**src/rtl/mole_game_pkg.sv**
```systemverilog
// Shared types and constants for the whack-a-mole game sequencer.
package mole_game_pkg;

  typedef enum logic [2:0] {
    ST_IDLE,
    ST_GAP,
    ST_SPAWN,
    ST_UP,
    ST_OVER
  } state_t;

  localparam int          NUM_HOLES = 9;
  localparam logic [3:0]  SCORE_MAX = 4'd15;

  // Right-shifting Galois taps for x^16 + x^14 + x^13 + x^11 + 1
  localparam logic [15:0] LFSR_POLY = 16'hB400;

  // Fold a raw 4-bit random value onto holes 0..8 and step past the
  // previous hole so the same hole never comes up twice in a row.
  function automatic logic [3:0] pick_hole(input logic [3:0] raw, input logic [3:0] prev);
    logic [3:0] p;
    p = (raw >= 4'd9) ? (raw - 4'd9) : raw;
    if (p == prev) begin
      p = (p == 4'd8) ? 4'd0 : (p + 4'd1);
    end
    return p;
  endfunction

endpackage

```
**src/rtl/mole_lfsr.sv**
```systemverilog
// 16-bit Galois LFSR used as the mole position source.
module mole_lfsr
  import mole_game_pkg::*;
#(
  parameter logic [15:0] SEED = 16'hACE1
) (
  input  logic        clk,
  input  logic        rst,
  input  logic        en,
  output logic [15:0] state
);

  // Shift right; when the bit falling out is 1, fold the taps back in
  always_ff @(posedge clk or negedge rst) begin
    if (!rst) begin
      state <= SEED;
    end else if (en) begin
      state <= state[0] ? ((state >> 1) ^ LFSR_POLY) : (state >> 1);
    end
  end

endmodule

```
**src/rtl/mole_game_ctrl.sv**
```systemverilog
// Whack-a-mole game sequencer: raises one mole at a time, scores hits,
// and runs a fixed-length game timer.
// Optional build macro: MISS_PENALTY_EN -- wrong-hole presses in UP and any
// press in GAP take one point off the score (floor 0).
module mole_game_ctrl
  import mole_game_pkg::*;
#(
  parameter int          TICK_DIV   = 10_000_000,
  parameter int          MOLE_TICKS = 8,
  parameter int          GAP_TICKS  = 3,
  parameter int          GAME_TICKS = 300,
  parameter logic [15:0] LFSR_SEED  = 16'hACE1
) (
  input  logic       clk,
  input  logic       rst,
  input  logic       start,
  input  logic [8:0] hit,
  output logic [8:0] map,
  output logic [3:0] score,
  output logic [8:0] time_left,
  output logic       playing,
  output logic       game_over
);

  localparam int TICK_W    = (TICK_DIV > 2) ? $clog2(TICK_DIV) : 1;
  localparam int PHASE_MAX = (MOLE_TICKS > GAP_TICKS) ? MOLE_TICKS : GAP_TICKS;
  localparam int PHASE_W   = $clog2(PHASE_MAX + 1);

  state_t              state;
  logic [TICK_W-1:0]   tick_cnt;
  logic [PHASE_W-1:0]  phase_cnt;
  logic [3:0]          pos_prev;
  logic [15:0]         lfsr_state;
  logic                unused_lfsr_hi;

  logic                tick;
  logic                game_start;
  logic                mole_hit;
  logic [3:0]          spawn_pos;
  logic [3:0]          score_next;
  logic [NUM_HOLES-1:0] hit_on_mole;

  // Free-running random source; advancing in every state means the
  // moment the player presses start decides the mole sequence.
  mole_lfsr #(
    .SEED (LFSR_SEED)
  ) u_lfsr (
    .clk   (clk),
    .rst   (rst),
    .en    (1'b1),
    .state (lfsr_state)
  );

  // Only the low nibble picks a hole; the rest is just LFSR state.
  assign unused_lfsr_hi = ^lfsr_state[15:4];

  assign spawn_pos  = pick_hole(lfsr_state[3:0], pos_prev);
  assign game_start = start && !playing;
  assign tick       = playing && (tick_cnt == TICK_W'(TICK_DIV - 1));

  // Per-hole match of a press against the currently raised mole
  for (genvar gi = 0; gi < NUM_HOLES; gi++) begin : g_hole
    assign hit_on_mole[gi] = hit[gi] && (pos_prev == 4'(gi));
  end

  assign mole_hit = (state == ST_UP) && (|hit_on_mole);

`ifdef MISS_PENALTY_EN
  logic wrong_hit;
  assign wrong_hit = ((state == ST_UP) || (state == ST_GAP)) && (|hit) && !mole_hit;
`endif

  // Score after this cycle's presses: a mole hit saturates upward, and with
  // the penalty build a wrong press takes one point off (never below 0).
  always_comb begin
    score_next = score;
    if (mole_hit) begin
      score_next = (score == SCORE_MAX) ? SCORE_MAX : (score + 4'd1);
    end
`ifdef MISS_PENALTY_EN
    else if (wrong_hit) begin
      score_next = (score == 4'd0) ? 4'd0 : (score - 4'd1);
    end
`endif
  end

  // Game tick prescaler: restarts with each game, frozen when not playing
  always_ff @(posedge clk or negedge rst) begin
    if (!rst) begin
      tick_cnt <= '0;
    end else if (game_start) begin
      tick_cnt <= '0;
    end else if (playing) begin
      tick_cnt <= tick ? '0 : (tick_cnt + TICK_W'(1));
    end
  end

  // Game FSM with registered outputs; the game timer block at the bottom
  // overrides whatever phase transition the case statement picked.
  always_ff @(posedge clk or negedge rst) begin
    if (!rst) begin
      state     <= ST_IDLE;
      map       <= '0;
      score     <= '0;
      time_left <= '0;
      phase_cnt <= '0;
      pos_prev  <= '0;
      playing   <= 1'b0;
      game_over <= 1'b0;
    end else begin
      case (state)
        ST_IDLE, ST_OVER: begin
          map <= '0;
          if (start) begin
            state     <= ST_GAP;
            score     <= '0;
            time_left <= 9'(GAME_TICKS);
            phase_cnt <= PHASE_W'(GAP_TICKS);
            playing   <= 1'b1;
            game_over <= 1'b0;
          end
        end

        ST_GAP: begin
          map <= '0;
          if (tick) begin
            if (phase_cnt == PHASE_W'(1)) begin
              state <= ST_SPAWN;
            end else begin
              phase_cnt <= phase_cnt - PHASE_W'(1);
            end
          end
        end

        ST_SPAWN: begin
          map       <= 9'(1) << spawn_pos;
          pos_prev  <= spawn_pos;
          phase_cnt <= PHASE_W'(MOLE_TICKS);
          state     <= ST_UP;
        end

        ST_UP: begin
          // A hit takes priority over a tick in the same cycle
          if (mole_hit) begin
            map       <= '0;
            phase_cnt <= PHASE_W'(GAP_TICKS);
            state     <= ST_GAP;
          end else if (tick) begin
            if (phase_cnt == PHASE_W'(1)) begin
              map       <= '0;
              phase_cnt <= PHASE_W'(GAP_TICKS);
              state     <= ST_GAP;
            end else begin
              phase_cnt <= phase_cnt - PHASE_W'(1);
            end
          end
        end

        default: begin
          state     <= ST_IDLE;
          map       <= '0;
          playing   <= 1'b0;
          game_over <= 1'b0;
        end
      endcase

      if (playing) begin
        // Scoring still applies on the cycle the game ends
        score <= score_next;
        if (tick) begin
          if (time_left == 9'd1) begin
            time_left <= '0;
            map       <= '0;
            state     <= ST_OVER;
            playing   <= 1'b0;
            game_over <= 1'b1;
          end else begin
            time_left <= time_left - 9'd1;
          end
        end
      end
    end
  end

endmodule

```
**config.mk**
```make
export PLATFORM = sky130hd
export DESIGN_NAME = mole_game_ctrl
export DESIGN_NICKNAME = d
export VERILOG_FILES = /design/src/rtl/mole_game_pkg.sv /design/src/rtl/mole_lfsr.sv /design/src/rtl/mole_game_ctrl.sv
export SDC_FILE = /design/constraint.sdc
export NUM_CORES = 1
export LEC_CHECK = 0
export CAP_MARGIN = 30
export CORE_MARGIN = 1
export CORE_UTILIZATION = 60
export CTS_CLUSTER_SIZE = 25
export DETAILED_ROUTE_END_ITERATION = 7
export PLACE_DENSITY = 0.8
export SLEW_MARGIN = 20
export SYNTH_ARGS = -nofsm -noshare
export SYNTH_HDL_FRONTEND = slang
export SYNTH_HIERARCHICAL = 1
export SYNTH_SLANG_ARGS = --single-unit
export TNS_END_PERCENT = 20
```
**constraint.sdc**
```tcl
create_clock -name clk -period 5.7 [get_ports clk]
set_clock_uncertainty 0.2 [all_clocks]
set_input_delay 1.14 -clock clk [delete_from_list [all_inputs] [get_ports clk]]
set_output_delay 1.14 -clock clk [all_outputs]
set_load 0.01 [all_outputs]
```
==> flow_metrics.env <==
export IMPL_p_int_mw=1.081
export IMPL_rsz0062_at_grt="false"
export IMPL_p_leak_nw=1.888
export IMPL_syn_to_final_growth_pct=13.40
export IMPL_final_nets=493
export IMPL_vias=3374
export IMPL_synth_warnings=6
export IMPL_synth_main_ff_cell="dfrtp_1"
export IMPL_worst_pin_slew_ps=893.1
export IMPL_finalSetupViolCount=0
export IMPL_grt_remaining_overflow=0
export IMPL_swShare=0.3525
export IMPL_cts_root_buf="clkbuf_8"
export IMPL_cts_htree_levels=3
export IMPL_hold_viol_final=0
export IMPL_synth_edf_count=0
export IMPL_hold_ws_ps=284.0
export IMPL_dieArea_um2=7344
export IMPL_antenna_found_initial=0
export IMPL_finalCritPeriodShare=0.5972
export IMPL_avgRoutedWirePerCell_um=14.85
export IMPL_clk_latency_ps=350
export IMPL_num_rows=30
export IMPL_fmax_mhz=293.8
export IMPL_slowest_stage="dfstp_2"
export IMPL_core_area_um2=6794
export IMPL_syn_avg_cell_area_um2=9.530
export IMPL_drive_gt1_frac=0.1109
export IMPL_yosysMostFrequentCell="dfrtp_1"
export IMPL_crit_chain="inv_1 -> ha_1 -> nor3b_2 -> o211ai_2 -> xnor2_1 -> and4_1 -> or3b_4 -> xnor2_2 -> a32o_1"
export IMPL_final_max_slew_viol_count=0
export IMPL_synth_area_leaders="dfrtp_1 40%, o21ai_0 6.2%, dfstp_2 5.0%, nand2_1 4.7%, nor2_1 2.9%"
export IMPL_power_density_nw_per_um2=350.2
export IMPL_cts_made_buffers=9
export IMPL_synth_top_area_frac=0.3989
export IMPL_path_delay_family="simple AND/OR/NAND/NOR gates"
export IMPL_pin_count=36
export IMPL_gp_congestion=0.8322
export IMPL_cp_arrival_ps=3450
export IMPL_grt_start_max_net_pins=51
export IMPL_min_period_ps=3404
export IMPL_end_kind="flip-flop"
export IMPL_pwr_share_comb=0.323
export IMPL_max_stage_delay_ps=660
export IMPL_via_per_inst=5.878
export IMPL_post_synth_instance_area_um2=4203
export IMPL_pwr_share_seq=0.453
export IMPL_ctsLongestPathBuffers=2
export IMPL_crit_buf_inv=1
export IMPL_crit_type="flip-flop to flip-flop"
export IMPL_die_h_um=85.70
export IMPL_max_cap_violations=0
export IMPL_route_detailed_drc=0
export IMPL_synth_async_sr_flop_share=1.000
export IMPL_dp_hpwl_um=5985
export IMPL_drt_pass1_iterations=4
export IMPL_antenna_left=0
export IMPL_cts_tree="built"
export IMPL_fp_dieW_um=85.70
export IMPL_status="finished, final reports clean"
export IMPL_ir_worst_vdd_v=0.0001872
export IMPL_finalWirelength_um=8526
export IMPL_slew_headroom=0.4000
export IMPL_port_buffers=35
export IMPL_netlist_cell_type_count=63
export IMPL_grt_pass1_wl_um=14740
export IMPL_clkTransAtPathRegs_ps=80
export IMPL_grt_use_total=0.2521
export IMPL_synth_seq_cells=75
export IMPL_tns_ps=0
export IMPL_postCtsSetupBuffers=0
export IMPL_grt_pass1_vias=3184
export IMPL_path_max_fanout=11
export IMPL_ys_top_cells_by_count="67 x dfrtp_1, 53 x nand2_1, 52 x o21ai_0"
export IMPL_p_clk_frac=0.225
export IMPL_ctsResizeCount=0
export IMPL_cp_start_kind="flip-flop"
export IMPL_synth_nets=461
export IMPL_synth_largest_area_cell="dfrtp_1"
export IMPL_start_util=0.6186
export IMPL_syn_inst=441
export IMPL_ys_seq_area_frac=0.4489
export IMPL_hold_class="flip-flop to flip-flop"
export IMPL_first_iter_violations=195
export IMPL_p_sw_uw=588.2
export IMPL_hold_buffers=0
export IMPL_required_ps=5740
export IMPL_clock_sinks=75
export IMPL_n_antenna_cell=0
path summary, 6_finish.rpt:
check                                     start              end  slack, ps  cells after the start
worst max-delay path            u_lfsr/state[0]           map[3]       2300                      9
worst min-delay path               tick_cnt[20]     tick_cnt[20]        280                      1
worst max register to register  u_lfsr/state[0]           map[3]       2300                      9
worst min register to register     tick_cnt[20]     tick_cnt[20]        280                      1
max in group asynchronous                   rst     tick_cnt[11]       3670                      2
min in group asynchronous                   rst  u_lfsr/state[4]        570                      1
power groups by stage:
stage | registers [mW] | logic [mW] | clock network (mW)
5_1_grt | 0.774 | 0.601 | 0.403
3_5_place_dp | 0.765 | 0.537 | 0
4_1_cts | 0.756 | 0.540 | 0.381
2_1_floorplan | 0.737 | 0.446 | 0
3_3_place_gp | 0.758 | 0.516 | 0
6_report | 0.756 | 0.538 | 0.375
metrics by stage:
step | util | cells | instance area [um2] | power (mW) | worst slack [ps]
4_1_cts | 0.7015 | 574 | 4766 | 1.676 | 2297
5_1_grt | 0.7015 | 574 | 4766 | 1.779 | 2105
3_3_place_gp | 0.6751 | 558 | 4587 | 1.274 | 2168
2_1_floorplan | - | 441 | 4203 | 1.183 | 2656
6_report | 0.7015 | 574 | 4766 | 1.669 | 2296
3_5_place_dp | 0.6751 | 558 | 4587 | 1.302 | 2055
layout by cell type (no fill, tap or decap), types with 4 or more instances in the layout:
| cell type | instances |
|---|---|
| a21oi_1 | 17 |
| a32o_1 | 4 |
| and2_1 | 5 |
| and3_1 | 8 |
| and4_1 | 4 |
| clkbuf_8 | 10 |
| clkdlybuf4s50_1 | 34 |
| dfrtp_1 | 67 |
| dfstp_2 | 8 |
| ha_1 | 8 |
| inv_1 | 11 |
| mux2_2 | 10 |
| mux2_4 | 4 |
| nand2_1 | 53 |
| nand2b_1 | 12 |
| nand3_1 | 13 |
| nand4_1 | 8 |
| nor2_1 | 32 |
| nor2b_1 | 8 |
| nor3_1 | 8 |
| o211ai_1 | 4 |
| o21ai_0 | 52 |
| o31ai_1 | 9 |
| xnor2_1 | 10 |
| xor2_1 | 10 |
per-layer routing:
layer	vias to the layer above	GRT usage	part of all wire
li1	1670	-	-
met1	1611	0.3395	0.47
met2	84	0.4116	0.48
met3	9	0.03561	0.042
met4	0	0.1061	0.012
met5	-	0	0
state kept, by name, summed over array words and instances, names as in the netlist:
| register | cells |
|---|---|
| map | 9 |
| playing | 1 |
| pos_prev | 4 |
| phase_cnt | 4 |
| score | 4 |
| u_lfsr/state | 16 |
| tick_cnt | 24 |
| state | 3 |
| time_left | 9 |
| game_over | 1 |
logic make-up (layout without fill, tap and decap cells):
group / after synthesis / in the layout / synth area share
DFF: 75 / 75 / 0.4489
adders and majority gates: 8 / 8 / 0.02382
muxes: 17 / 17 / 0.05121
other: 1 / 1 / 0.0008923
AOI/OAI and AO/OA: 116 / 116 / 0.1765
and+or+nand+nor: 176 / 176 / 0.2203
buffers and inverters: 27 / 64 / 0.03275
xor gates and xnor gates: 21 / 21 / 0.04555
layout make-up:
class | instances | area (um2)
fill | 520 | 2028
tap | 96 | 120.1
multi-input combinational | 339 | 2178
sequential | 75 | 1887
clock inverter | 5 | 37.54
inverter | 11 | 41.29
clock buffer | 11 | 141.4
timing repair buffer | 37 | 360.3
(Power assumes the default switching activity.)
